### config.mk
export PLATFORM = sky130hd
export DESIGN_NAME = mux_scanner
export DESIGN_NICKNAME = d
export VERILOG_FILES = /design/src/rtl/mux_scanner.sv
export SDC_FILE = /design/constraint.sdc
export NUM_CORES = 1
export LEC_CHECK = 0
export BUFFER_PORTS_ARGS = -buffer_cell sky130_fd_sc_hd__buf_2
export CORE_ASPECT_RATIO = 1.5
export CORE_MARGIN = 4
export CORE_UTILIZATION = 45
export DETAILED_ROUTE_END_ITERATION = 7
export PLACE_DENSITY_LB_ADDON = 0.12
export SLEW_MARGIN = 10
export SYNTH_ARGS = -nofsm -noshare
export SYNTH_HDL_FRONTEND = slang
export SYNTH_SLANG_ARGS = --single-unit
### constraint.sdc
create_clock -name clk -period 1.6 [get_ports clk]
set_input_delay 0.08 -clock clk [delete_from_list [all_inputs] [get_ports clk]]
set_output_delay 0.08 -clock clk [all_outputs]
set_load 0.01 [all_outputs]
### src/rtl/mux_scanner.sv
// Steps a 4:1 mux select through all channels and packs the four samples into a parallel word.
// Latency: channel k is sampled DWELL*(k+1) edges after start is accepted; word_valid follows the last sample edge.
// Backpressure: none; start is taken only in IDLE, and stop ends a continuous scan after the current sweep.
module mux_scanner #(
    parameter int DWELL = 2,
    parameter int CNT_W = 8
) (
    input  logic             clk,
    input  logic             reset,
    input  logic             start,
    input  logic             cont,
    input  logic             stop,
    input  logic             mux_out,
    output logic [1:0]       s,
    output logic             busy,
    output logic [3:0]       word,
    output logic             word_valid,
    output logic [CNT_W-1:0] scan_count
);

    typedef enum logic {IDLE, SCAN} state_t;

    localparam logic [3:0] DLAST = 4'(DWELL - 1);

    state_t     state;
    state_t     state_nxt;
    logic [1:0] ch;
    logic [3:0] dcnt;
    logic       cont_r;
    logic       stop_req;
    logic [2:0] shadow;

    logic       accept;
    logic       sample;
    logic       last;
    logic       keep_going;

    always_ff @(posedge clk) begin
        if (reset) begin
            state <= IDLE;
        end else begin
            state <= state_nxt;
        end
    end

    always_comb begin
        state_nxt = state;
        case (state)
            IDLE:    if (start) state_nxt = SCAN;
            SCAN:    if (last && !keep_going) state_nxt = IDLE;
            default: state_nxt = IDLE;
        endcase
    end

    // ch is a register and is forced back to 0 on leaving SCAN, so s is glitch-free and 00 in IDLE.
    always_comb begin
        accept     = (state == IDLE) && start;
        sample     = (state == SCAN) && (dcnt == DLAST);
        last       = sample && (ch == 2'd3);
        keep_going = cont_r && !stop_req && !stop;
        busy       = (state == SCAN);
        s          = ch;
    end

    always_ff @(posedge clk) begin
        if (reset) begin
            ch         <= 2'd0;
            dcnt       <= 4'd0;
            cont_r     <= 1'b0;
            stop_req   <= 1'b0;
            shadow     <= 3'b000;
            word       <= 4'b0000;
            word_valid <= 1'b0;
            scan_count <= '0;
        end else begin
            word_valid <= 1'b0;
            if (accept) begin
                ch       <= 2'd0;
                dcnt     <= 4'd0;
                cont_r   <= cont;
                stop_req <= 1'b0;
            end else if (state == SCAN) begin
                if (stop) begin
                    stop_req <= 1'b1;
                end
                if (!sample) begin
                    dcnt <= dcnt + 4'd1;
                end else begin
                    dcnt <= 4'd0;
                    if (ch != 2'd3) begin
                        for (int i = 0; i < 3; i++) begin
                            if (ch == 2'(i)) shadow[i] <= mux_out;
                        end
                        ch <= ch + 2'd1;
                    end else begin
                        word       <= {mux_out, shadow};
                        word_valid <= 1'b1;
                        scan_count <= scan_count + CNT_W'(1);
                        ch         <= 2'd0;
                        // A stop seen on this very edge also ends the scan; clear the request on the way out.
                        if (!keep_going) begin
                            stop_req <= 1'b0;
                        end
                    end
                end
            end
        end
    end

endmodule
==> flow_summary.rst, run 1 <==
.. list-table::
   :header-rows: 1

   * - Metric
     - Value
   * - Result of the run
     - finished, final reports clean
   * - Biggest fanout along the worst timing path
     - 5
   * - CTS sink cnt
     - 25
   * - Clock slew seen by the registers of the worst setup and hold paths
     - 0.14 ns
   * - Number of flops mapped to enable cells by yosys
     - 0
   * - Clock Skews
     - 0.00649 ns
   * - Worst vdd rail ir drop
     - 0.000405 V
   * - Length of the first detailed-routing pass in iterations
     - 4
   * - YS warnings
     - 0
   * - # placed instances
     - 191
   * - # port buffers
     - 21
   * - Depth of the worst register-to-register path
     - 5
   * - Final hold vios
     - 0
   * - Top-level I/O count
     - 22
   * - Syn Inst Count
     - 135
   * - Synth top area cells
     - sky130_fd_sc_hd__dfxtp_1 41%, sky130_fd_sc_hd__ha_1 7.2%, sky130_fd_sc_hd__a21oi_1 5.8%
   * - Share of the core filled with cells in the final layout
     - 57.3%
   * - Placement Rows
     - 22
   * - Share of flip-flops with an asynchronous set or reset after synthesis
     - 0%
   * - Vias in the first global route
     - 967
   * - Buffer count from post-CTS setup fixing
     - 0
   * - Launch instance of the worst register-to-register path
     - dcnt[1]$_SDFFE_PP0P_
   * - Yosys reg bits
     - 25
   * - Final critical-path required period
     - 1.52 ns
   * - RSZ-0062 raised after global routing
     - no
   * - Cell with the most instances after synthesis
     - sky130_fd_sc_hd__dfxtp_1
   * - Horiz. Die Dim
     - 50.3 um
   * - Internal reg-to-reg setup slack
     - 0.08 ns
   * - Cts bufs inserted
     - 3
   * - Portion of the clock cycle consumed by the worst path in the final layout
     - 94.9%
   * - Maximum number of pins on one net before global-route repair
     - 27
   * - Die area
     - 0.00360 mm2
   * - Clock latency on the worst-skew pair
     - 0.31 ns
   * - Post-DP HPWL
     - 1.75 mm
   * - Total grt overflow
     - 0
   * - Post-synthesis cell type with the largest combined area
     - sky130_fd_sc_hd__dfxtp_1
   * - CP endpoint kind
     - flip-flop
   * - Hold Crit Class
     - in -> reg
   * - Required time of the critical path
     - 1.85 ns
   * - Top cell type's share of synthesized area
     - 41.4%
   * - Crit path launch
     - dcnt[1]$_SDFFE_PP0P_
   * - Clock tree from TritonCTS
     - built
   * - Cell area after synthesis
     - 0.00121 mm2
   * - Max-cap violations
     - 0
   * - H-tree levels
     - 1
   * - Cell chosen for the clock root
     - sky130_fd_sc_hd__clkbuf_4
   * - Routed Antenna Nets
     - 0
   * - Area added between synthesis and finish
     - 18.6%
   * - Slowest library cell on the worst path
     - sky130_fd_sc_hd__or4_1
   * - Most instantiated cells after synthesis
     - 25 x sky130_fd_sc_hd__dfxtp_1, 14 x sky130_fd_sc_hd__a21oi_1, 8 x sky130_fd_sc_hd__nand2_1, 8 x sky130_fd_sc_hd__nand3_1
   * - Most used flip-flop cell after synthesis
     - sky130_fd_sc_hd__dfxtp_1
   * - Initial cell density of the core
     - 48.3%
   * - Layout Cells excl Fill
     - 197
   * - Path type of the worst setup path
     - reg -> reg
   * - Final Max Slew Viols
     - 0
   * - Static Leakage
     - 0.000579 uW
   * - Final WL
     - 2.49 mm
   * - Number of endpoints failing setup at the final stage
     - 0
   * - Post-Syn Nets
     - 148
   * - CP Launch Type
     - flip-flop
   * - Max Root-Sink Buffers
     - 2
   * - Crit path DAT
     - 1.77 ns
   * - Power density over cell area
     - 697 mW/mm2
   * - Synth cell types
     - 31
   * - Antenna violations before repair
     - 0
   * - Core area
     - 0.00250 mm2
   * - DIE HEIGHT
     - 71.5 um
   * - Worst R2R End
     - scan_count[6]$_SDFFE_PP0P_
   * - GRT Total Usage
     - 14.6%
   * - Cell breakdown of the critical path
     - inv_1 > ha_2 > nand4bb_4 > or4_1 > a21oi_1
   * - Total number of vias
     - 1063
   * - Fin nets
     - 175
   * - Slowest cell delay on critical path
     - 0.51 ns
   * - Layout cells sized above 1
     - 25.5%
   * - Mean routed wirelength per cell
     - 12.6 um
   * - Crit path capture
     - scan_count[6]$_SDFFE_PP0P_
   * - DRC marker count from the first detailed-route iteration
     - 31
   * - Final routed DRC violation total
     - 0
   * - Synth Area per Inst
     - 8.96 um2
   * - Via-to-Cell Ratio
     - 5.40
   * - Fraction of the yosys area taken by sequential cells
     - 41.4%
   * - Actual slew at the worst max-slew pin
     - 0.431 ns
   * - Final TNS setup
     - 0 ns
   * - First-pass GRT wire length
     - 4.27 mm
   * - Antenna diode instance count
     - 0
   * - Filler cell count
     - 242
   * - Global placer's final weighted congestion
     - 0.765
   * - Max-Slew Margin vs Limit
     - 71.2%
   * - Highest clock frequency the design can meet
     - 0.658 GHz
## placed cells by master, fill, tap and decap left out, types with 3 or more instances in the layout
cell                        n
sky130_fd_sc_hd__or4_1      3
sky130_fd_sc_hd__buf_2     21
sky130_fd_sc_hd__o21ai_0    7
sky130_fd_sc_hd__inv_1      7
sky130_fd_sc_hd__nor3_1     5
sky130_fd_sc_hd__nor2b_1    4
sky130_fd_sc_hd__buf_4      6
sky130_fd_sc_hd__nand2b_1   4
sky130_fd_sc_hd__clkbuf_4   3
sky130_fd_sc_hd__nor2_1     7
sky130_fd_sc_hd__mux2i_1    4
sky130_fd_sc_hd__dfxtp_1   25
sky130_fd_sc_hd__nand2_1    8
sky130_fd_sc_hd__nand3_1    8
sky130_fd_sc_hd__ha_1       5
sky130_fd_sc_hd__o31ai_1    3
sky130_fd_sc_hd__and3_1     3
sky130_fd_sc_hd__a21oi_1   14
## power breakdown
group	total, uW	switching, uW	internal (uW)	leakage (uW)
logic	83.7	48.0	35.7	0.000359
clock network	279	186	93.4	0.0000177
registers	638	7.27	631	0.000202
## worst min-delay path by stage
stage / from / to / cells after the start
floorplan: cont / cont_r$_SDFFE_PP0P_ / 2
global placement: cont / cont_r$_SDFFE_PP0P_ / 3
CTS: mux_out / word[3]$_SDFFE_PP0P_ / 3
finish: mux_out / word[3]$_SDFFE_PP0P_ / 3
global route: mux_out / word[3]$_SDFFE_PP0P_ / 3
detailed placement: cont / cont_r$_SDFFE_PP0P_ / 3
## critical path: cells and delay by family (launching register included)
family / cells / cell delay (ns)
DFF: 1 / 0.36
AOI/OAI and AO/OA: 1 / 0.15
and+or+nand+nor: 2 / 0.66
buffers and inverters: 1 / 0.06
adders and majority gates: 1 / 0.22
## kinds of logic after synthesis
family / Yosys count / synth area share (%)
buffers and inverters: 15 / 5.79
AOI/OAI and AO/OA: 28 / 13.2
adders and majority gates: 7 / 7.24
and+or+nand+nor: 52 / 25.7
xor gates and xnor gates: 2 / 1.45
DFF: 25 / 41.4
muxes: 6 / 5.17
## through the flow
step	area, um2	power, uW	setup slack (ns)	hold WS (ns)
2_1_floorplan	1210	704	0.0552	0.227
3_3_place_gp	1370	727	0.111	0.318
3_5_place_dp	1370	729	0.0793	0.326
5_1_grt	1440	1040	0.00650	0.0355
6_report	1440	1000	0.0810	0.0241
4_1_cts	1410	1010	0.0528	0.0206
## registers in the layout (all words and copies together) (netlist names)
signal,cells
stop_req,1
s,2
dcnt,4
cont_r,1
shadow,3
word_valid,1
scan_count,8
word,4
busy,1
## timing repair
item,CTS,global route
endpoints found under the hold margin,1,0
gates resized for setup,0,4
setup endpoints to repair,0,7
hold buffers,1,0
## routing by layer
metal / vias to the layer above / routed length, um / track usage (%)
met3: 2 / 83 / 2.08
met2: 24 / 1190 / 24.6
li1: 531 / - / -
met4: 0 / 21 / 4.49
met1: 506 / 1190 / 19.0
met5: - / 0 / 0
## layout make-up
cell class | count | area (um2) | share of cell area [%]
Multi-Input combinational cell | 96 | 664 | 46.3
Tap cell | 36 | 45.0 | 3.14
Clock inverter | 1 | 5.00 | 0.349
Sequential cell | 25 | 500 | 34.9
Inverter | 7 | 26.3 | 1.83
Timing Repair Buffer | 29 | 171 | 11.9
Clock buffer | 3 | 22.5 | 1.57
Note: power is estimated with default switching activity, not from simulation.
==> run 2, diff against run 1 <==
--- a/config.mk
+++ b/config.mk
@@ -11,6 +11,7 @@
 export CORE_UTILIZATION = 45
 export DETAILED_ROUTE_END_ITERATION = 7
 export PLACE_DENSITY_LB_ADDON = 0.12
+export REMOVE_ABC_BUFFERS = 1
 export SLEW_MARGIN = 10
 export SYNTH_ARGS = -nofsm -noshare
 export SYNTH_HDL_FRONTEND = slang
==> run 2 against run 1 <==
  * Hold slack worse by 0.0096 ns
  * Clock skew down 0.00074 ns
  * Power grew 1.0%
  * Count of clock-buffer cells in the layout increased by 1
  * Clock power about the same
  * Sequential power grew 0.6%
  * Via count shrank 1.4%
  * First-iteration DRC count is 9.7% higher
  * Cell count up 1.5%
  * Die area unchanged
  * Sequential share of layout area shrank 1.1 points
  * Register-to-register slack about the same
==> flow_summary.rst, run 2 (synthesis results as in run 1) <==
.. list-table::
   :header-rows: 1

   * - Metric
     - Value
   * - Result of the run
     - finished, final reports clean
   * - Horiz. Die Dim
     - 50.3 um
   * - # port buffers
     - 21
   * - Cts bufs inserted
     - 3
   * - Actual slew at the worst max-slew pin
     - 0.450 ns
   * - Max Root-Sink Buffers
     - 2
   * - Top-level I/O count
     - 22
   * - Length of the first detailed-routing pass in iterations
     - 4
   * - Layout cells sized above 1
     - 26.8%
   * - DIE HEIGHT
     - 71.5 um
   * - Hold Crit Class
     - in -> reg
   * - Share of the core filled with cells in the final layout
     - 59.1%
   * - Required time of the critical path
     - 1.86 ns
   * - Crit path DAT
     - 1.77 ns
   * - Final routed DRC violation total
     - 0
   * - Largest registers ranked by flip-flop count
     - scan_count x8, dcnt x4, word x4
   * - Total number of vias
     - 1048
   * - Power density over cell area
     - 683 mW/mm2
   * - DRC marker count from the first detailed-route iteration
     - 34
   * - Total grt overflow
     - 0
   * - Maximum number of pins on one net before global-route repair
     - 27
   * - Clock latency on the worst-skew pair
     - 0.31 ns
   * - Filler cell count
     - 259
   * - Path type of the worst setup path
     - reg -> reg
   * - Final instance area
     - 0.00148 mm2
   * - Static Leakage
     - 0.000594 uW
   * - Final critical-path required period
     - 1.51 ns
   * - Placement Rows
     - 22
   * - Most common cell after layout, fill and taps aside
     - sky130_fd_sc_hd__dfxtp_1
   * - Flip-flop count of the largest register after layout
     - 8
   * - Antenna violations before repair
     - 0
   * - Max-Slew Margin vs Limit
     - 70.0%
   * - Overall power of the completed layout
     - 1010 uW
   * - CP Launch Type
     - flip-flop
   * - Commonest cells after routing, fill and taps aside
     - 25 x sky130_fd_sc_hd__dfxtp_1, 21 x sky130_fd_sc_hd__buf_2, 14 x sky130_fd_sc_hd__a21oi_1
   * - H-tree levels
     - 1
   * - Final Max Slew Viols
     - 0
   * - Highest clock frequency the design can meet
     - 0.661 GHz
   * - RSZ-0062 raised after global routing
     - no
   * - Area added between synthesis and finish
     - 22.4%
   * - CP endpoint kind
     - flip-flop
   * - Worst vdd rail ir drop
     - 0.000491 V
   * - Vias in the first global route
     - 1007
   * - Antenna diode instance count
     - 0
   * - Max-cap violations
     - 0
   * - Clock tree from TritonCTS
     - built
   * - Layout Cells excl Fill
     - 200
   * - CTS sink cnt
     - 25
   * - Core area
     - 0.00250 mm2
   * - Portion of the clock cycle consumed by the worst path in the final layout
     - 94.5%
   * - Global placer's final weighted congestion
     - 0.766
   * - Final hold vios
     - 0
   * - # placed instances
     - 193
   * - Final WL
     - 2.57 mm
   * - Die area
     - 0.00360 mm2
   * - Routed Antenna Nets
     - 0
   * - GRT Total Usage
     - 14.4%
   * - Clock Skews
     - 0.00576 ns
   * - Fin nets
     - 178
   * - Mean routed wirelength per cell
     - 12.8 um
   * - Number of endpoints failing setup at the final stage
     - 0
   * - Initial cell density of the core
     - 48.3%
   * - Cell chosen for the clock root
     - sky130_fd_sc_hd__clkbuf_4
   * - First-pass GRT wire length
     - 4.15 mm
   * - DP Area
     - 0.00138 mm2
   * - Clock slew seen by the registers of the worst setup and hold paths
     - 0.14 ns
   * - Biggest fanout along the worst timing path
     - 8
   * - Via-to-Cell Ratio
     - 5.24
   * - Post-DP HPWL
     - 1.77 mm
   * - Reg with most FFs
     - scan_count
## run 2: worst max-delay path, cell delays in order, from the launching register on
cell,delay [ns]
sky130_fd_sc_hd__dfxtp_1,0.61
sky130_fd_sc_hd__nand4bb_4,0.18
sky130_fd_sc_hd__or4_1,0.52
sky130_fd_sc_hd__a21oi_1,0.14
## run 2: power breakdown
part           switching (uW)  total, uW  internal (uW)
clock                     183        280           97.3
sequential               11.0        642            631
combinational            48.1       88.7           40.6
total                     242       1010            769
## run 2: worst paths after layout
check | start | to | slack [ns] | cells past startpoint
setup / recovery | busy$_SDFF_PP0_ | scan_count[6]$_SDFFE_PP0P_ | 0.09 | 3
hold / removal | mux_out | word[3]$_SDFFE_PP0P_ | 0.01 | 3
setup reg to reg | busy$_SDFF_PP0_ | scan_count[6]$_SDFFE_PP0P_ | 0.09 | 3
hold reg to reg | shadow[0]$_SDFFE_PP0P_ | word[0]$_SDFFE_PP0P_ | 0.48 | 2
## run 2: timing repair
item	4_1_cts	5_1_grt
setup buffers	0	1
endpoints found under the hold margin	1	0
setup endpoints to repair	0	9
hold buffers	1	0
resized for setup	0	6
## run 2: through the flow
| stage | hold slack, ns | setup slack, ns | setup TNS (ns) |
|---|---|---|---|
| detailed placement | 0.329 | 0.0611 | 0 |
| global route | 0.0249 | 0.00374 | 0 |
| CTS | 0.00519 | 0.0357 | 0 |
| finish | 0.0145 | 0.0879 | 0 |
| global placement | 0.322 | 0.118 | 0 |
| floorplan | 0.149 | -0.0132 | -0.0182 |
## run 2: layer usage
metal  global-route usage (%)  wire, um  vias up
met5                        0         0        -
met4                     4.49        12        0
met3                     2.29       100        2
met2                     28.5      1360       15
met1                     14.8      1090      495
li1                         -         -      536
## run 2: final cells by class
class | count | area (um2) | share of cell area [%]
repair buffers | 32 | 190 | 12.8
clock buffers | 4 | 26.3 | 1.77
multi-input cells | 96 | 693 | 46.8
inverters | 7 | 26.3 | 1.77
flip-flops and latches | 25 | 500 | 33.8
well taps | 36 | 45.0 | 3.04
==> run 3, diff against run 2 <==
--- a/config.mk
+++ b/config.mk
@@ -5,11 +5,11 @@
 export SDC_FILE = /design/constraint.sdc
 export NUM_CORES = 1
 export LEC_CHECK = 0
-export BUFFER_PORTS_ARGS = -buffer_cell sky130_fd_sc_hd__buf_2
 export CORE_ASPECT_RATIO = 1.5
 export CORE_MARGIN = 4
 export CORE_UTILIZATION = 45
 export DETAILED_ROUTE_END_ITERATION = 7
+export DONT_BUFFER_PORTS = 1
 export PLACE_DENSITY_LB_ADDON = 0.12
 export REMOVE_ABC_BUFFERS = 1
 export SLEW_MARGIN = 10
==> run 3 against run 2 <==
  * Combinational power hardly changed
  * First-iteration DRC count shrank 65%
  * Highest routed layer unchanged
  * Power up 0.77%
  * Register-to-register slack barely moved
==> flow_summary.rst, run 3 (synthesis results as in run 1) <==
.. list-table::
   :header-rows: 1

   * - Metric
     - Value
   * - Result of the run
     - finished, final reports clean
   * - Total grt overflow
     - 0
   * - # port buffers
     - 0
   * - Highest clock frequency the design can meet
     - 0.663 GHz
   * - Portion of the clock cycle consumed by the worst path in the final layout
     - 94.3%
   * - Clock tree from TritonCTS
     - built
   * - Crit path DAT
     - 1.77 ns
   * - CP endpoint kind
     - flip-flop
   * - Die area
     - 0.00360 mm2
   * - Depth of the worst register-to-register path
     - 4
   * - Via-to-Cell Ratio
     - 5.44
   * - Worst vdd rail ir drop
     - 0.000418 V
   * - Antenna diode instance count
     - 0
   * - Max-cap violations
     - 0
   * - Final routed DRC violation total
     - 0
   * - Area added between synthesis and finish
     - 17.8%
   * - Initial cell density of the core
     - 48.3%
   * - Cell breakdown of the critical path
     - ha_2 > nand4_2 > or4_1 > a21oi_1
   * - Horiz. Die Dim
     - 50.3 um
   * - Layout cells sized above 1
     - 17.9%
   * - Hold path cells
     - 2
   * - Final WL
     - 2.61 mm
   * - Overall power of the completed layout
     - 1020 uW
   * - Setup ws final
     - 0.0911 ns
   * - First-pass GRT wire length
     - 4.24 mm
   * - Actual slew at the worst max-slew pin
     - 0.804 ns
   * - Clock latency on the worst-skew pair
     - 0.32 ns
   * - Max Root-Sink Buffers
     - 2
   * - Routed Antenna Nets
     - 0
   * - Reg with most FFs
     - scan_count
   * - Worst-case setup slack after placement
     - 0.0171 ns
   * - Final Max Slew Viols
     - 0
   * - Startpoint of the tightest hold check path
     - reset
   * - Sequential cell area in the final layout
     - 502 um2
   * - Static Leakage
     - 0.000519 uW
   * - Commonest cells after routing, fill and taps aside
     - 24 x sky130_fd_sc_hd__dfxtp_1, 14 x sky130_fd_sc_hd__a21oi_1, 14 x sky130_fd_sc_hd__buf_4
   * - Post-DP HPWL
     - 1.82 mm
   * - Slowest cell delay on critical path
     - 0.50 ns
   * - Slowest library cell on the worst path
     - sky130_fd_sc_hd__or4_1
   * - RSZ-0062 raised after global routing
     - no
   * - Worst R2R End
     - scan_count[5]$_SDFFE_PP0P_
   * - Flip-flop count of the largest register after layout
     - 8
   * - CTS sink cnt
     - 25
   * - H-tree levels
     - 1
   * - Launch instance of the worst register-to-register path
     - s[1]$_SDFFE_PP0P_
   * - DIE HEIGHT
     - 71.5 um
   * - Hold-critical path endpoint
     - scan_count[4]$_SDFFE_PP0P_
   * - Mean routed wirelength per cell
     - 13.9 um
   * - Antenna violations before repair
     - 0
   * - Internal reg-to-reg setup slack
     - 0.09 ns
   * - Largest registers ranked by flip-flop count
     - scan_count x8, dcnt x4, word x4
   * - Final critical-path required period
     - 1.51 ns
   * - DRC marker count from the first detailed-route iteration
     - 12
   * - Final hold vios
     - 0
   * - Clock slew seen by the registers of the worst setup and hold paths
     - 0.14 ns
   * - Length of the first detailed-routing pass in iterations
     - 3
   * - Maximum number of pins on one net before global-route repair
     - 24
   * - Required time of the critical path
     - 1.86 ns
   * - Area of the multi-input gates
     - 671 um2
   * - Cell chosen for the clock root
     - sky130_fd_sc_hd__clkbuf_4
   * - Total number of vias
     - 1017
   * - Path type of the worst setup path
     - reg -> reg
   * - Max-Slew Margin vs Limit
     - 46.3%
   * - Number of endpoints failing setup at the final stage
     - 0
   * - Fin nets
     - 165
   * - Top-level I/O count
     - 22
   * - CP Launch Type
     - flip-flop
   * - Most common cell after layout, fill and taps aside
     - sky130_fd_sc_hd__dfxtp_1
   * - Power density over cell area
     - 715 mW/mm2
   * - Filler cell count
     - 245
   * - Biggest fanout along the worst timing path
     - 5
   * - Vias in the first global route
     - 950
   * - Global placer's final weighted congestion
     - 0.750
   * - GRT Total Usage
     - 15.0%
   * - Hold Crit Class
     - in -> reg
   * - Core area
     - 0.00250 mm2
   * - Clock Skews
     - 0.00694 ns
   * - Placement Rows
     - 22
   * - Share of the core filled with cells in the final layout
     - 56.9%
   * - Cts bufs inserted
     - 3
-- run 3: cell types whose count changed in the layout (fill, tap and decap cells not counted), moves of 2 or more --
| cell | delta |
|---|---|
| sky130_fd_sc_hd__nor3_1 | +2 |
| sky130_fd_sc_hd__buf_4 | +4 |
| sky130_fd_sc_hd__buf_2 | -21 |
| sky130_fd_sc_hd__nor3_2 | -2 |
| sky130_fd_sc_hd__dlygate4sd3_1 | +4 |
-- run 3: critical path, delay by kind of cell (launching register included) --
kind                       cells  cell delay (ns)
and+or+nand+nor                2             0.66
DFF                            1             0.39
adders and majority gates      1             0.25
AOI/OAI and AO/OA              1             0.15
-- run 3: final cells by class --
cell class / instances / area share, %
Clock buffer: 4 / 1.84
Inverter: 7 / 1.84
Multi-Input combinational cell: 96 / 47.1
Sequential cell: 25 / 35.2
Tap cell: 36 / 3.16
Timing Repair Buffer: 19 / 10.9
-- run 3: where the power goes --
group          internal (uW)  total (uW)  switching [uW]
sequential               631         640            8.72
combinational           42.4        89.0            46.6
clock                   97.6         290             192
total                    771        1020             248
-- run 3: timing repair --
item                                    CTS  global route
gates cloned                              0             1
endpoints found under the setup margin    2             6
setup buffers                             0             1
hold endpoints to repair                 25             0
pin swaps                                 0             0
hold buffers                              5             0
gates resized for setup                   1             3
-- run 3: worst max-delay path by stage --
stage                                      end  slack, ns                  from  cells after the start
floorplan           scan_count[3]$_SDFFE_PP0P_      -0.01     s[0]$_SDFFE_PP0P_                      4
global placement    scan_count[7]$_SDFFE_PP0P_       0.05     s[1]$_SDFFE_PP0P_                      4
detailed placement  scan_count[5]$_SDFFE_PP0P_       0.02     s[1]$_SDFFE_PP0P_                      4
CTS                 scan_count[6]$_SDFFE_PP0P_      0.006  dcnt[1]$_SDFFE_PP0P_                      5
global route              word[2]$_SDFFE_PP0P_      0.001  dcnt[1]$_SDFFE_PP0P_                      6
finish              scan_count[5]$_SDFFE_PP0P_       0.09     s[1]$_SDFFE_PP0P_                      4
-- run 3: routing by layer --
layer	vias to the layer above	wire length [um]	track usage [%]
li1	517	-	-
met4	0	36	6.29
met5	-	0	0
met1	477	1080	16.6
met2	19	1360	27.2
met3	4	127	3.12
-- run 3: metrics by stage --
stage	instances	hold WS, ns	setup TNS (ns)	area, um2
global route	187	0.0205	0	1430
detailed placement	176	0.155	0	1310
floorplan	127	0.149	-0.0182	1170
finish	187	0.00632	0	1430
CTS	185	0.00174	0	1390
global placement	176	0.153	0	1310
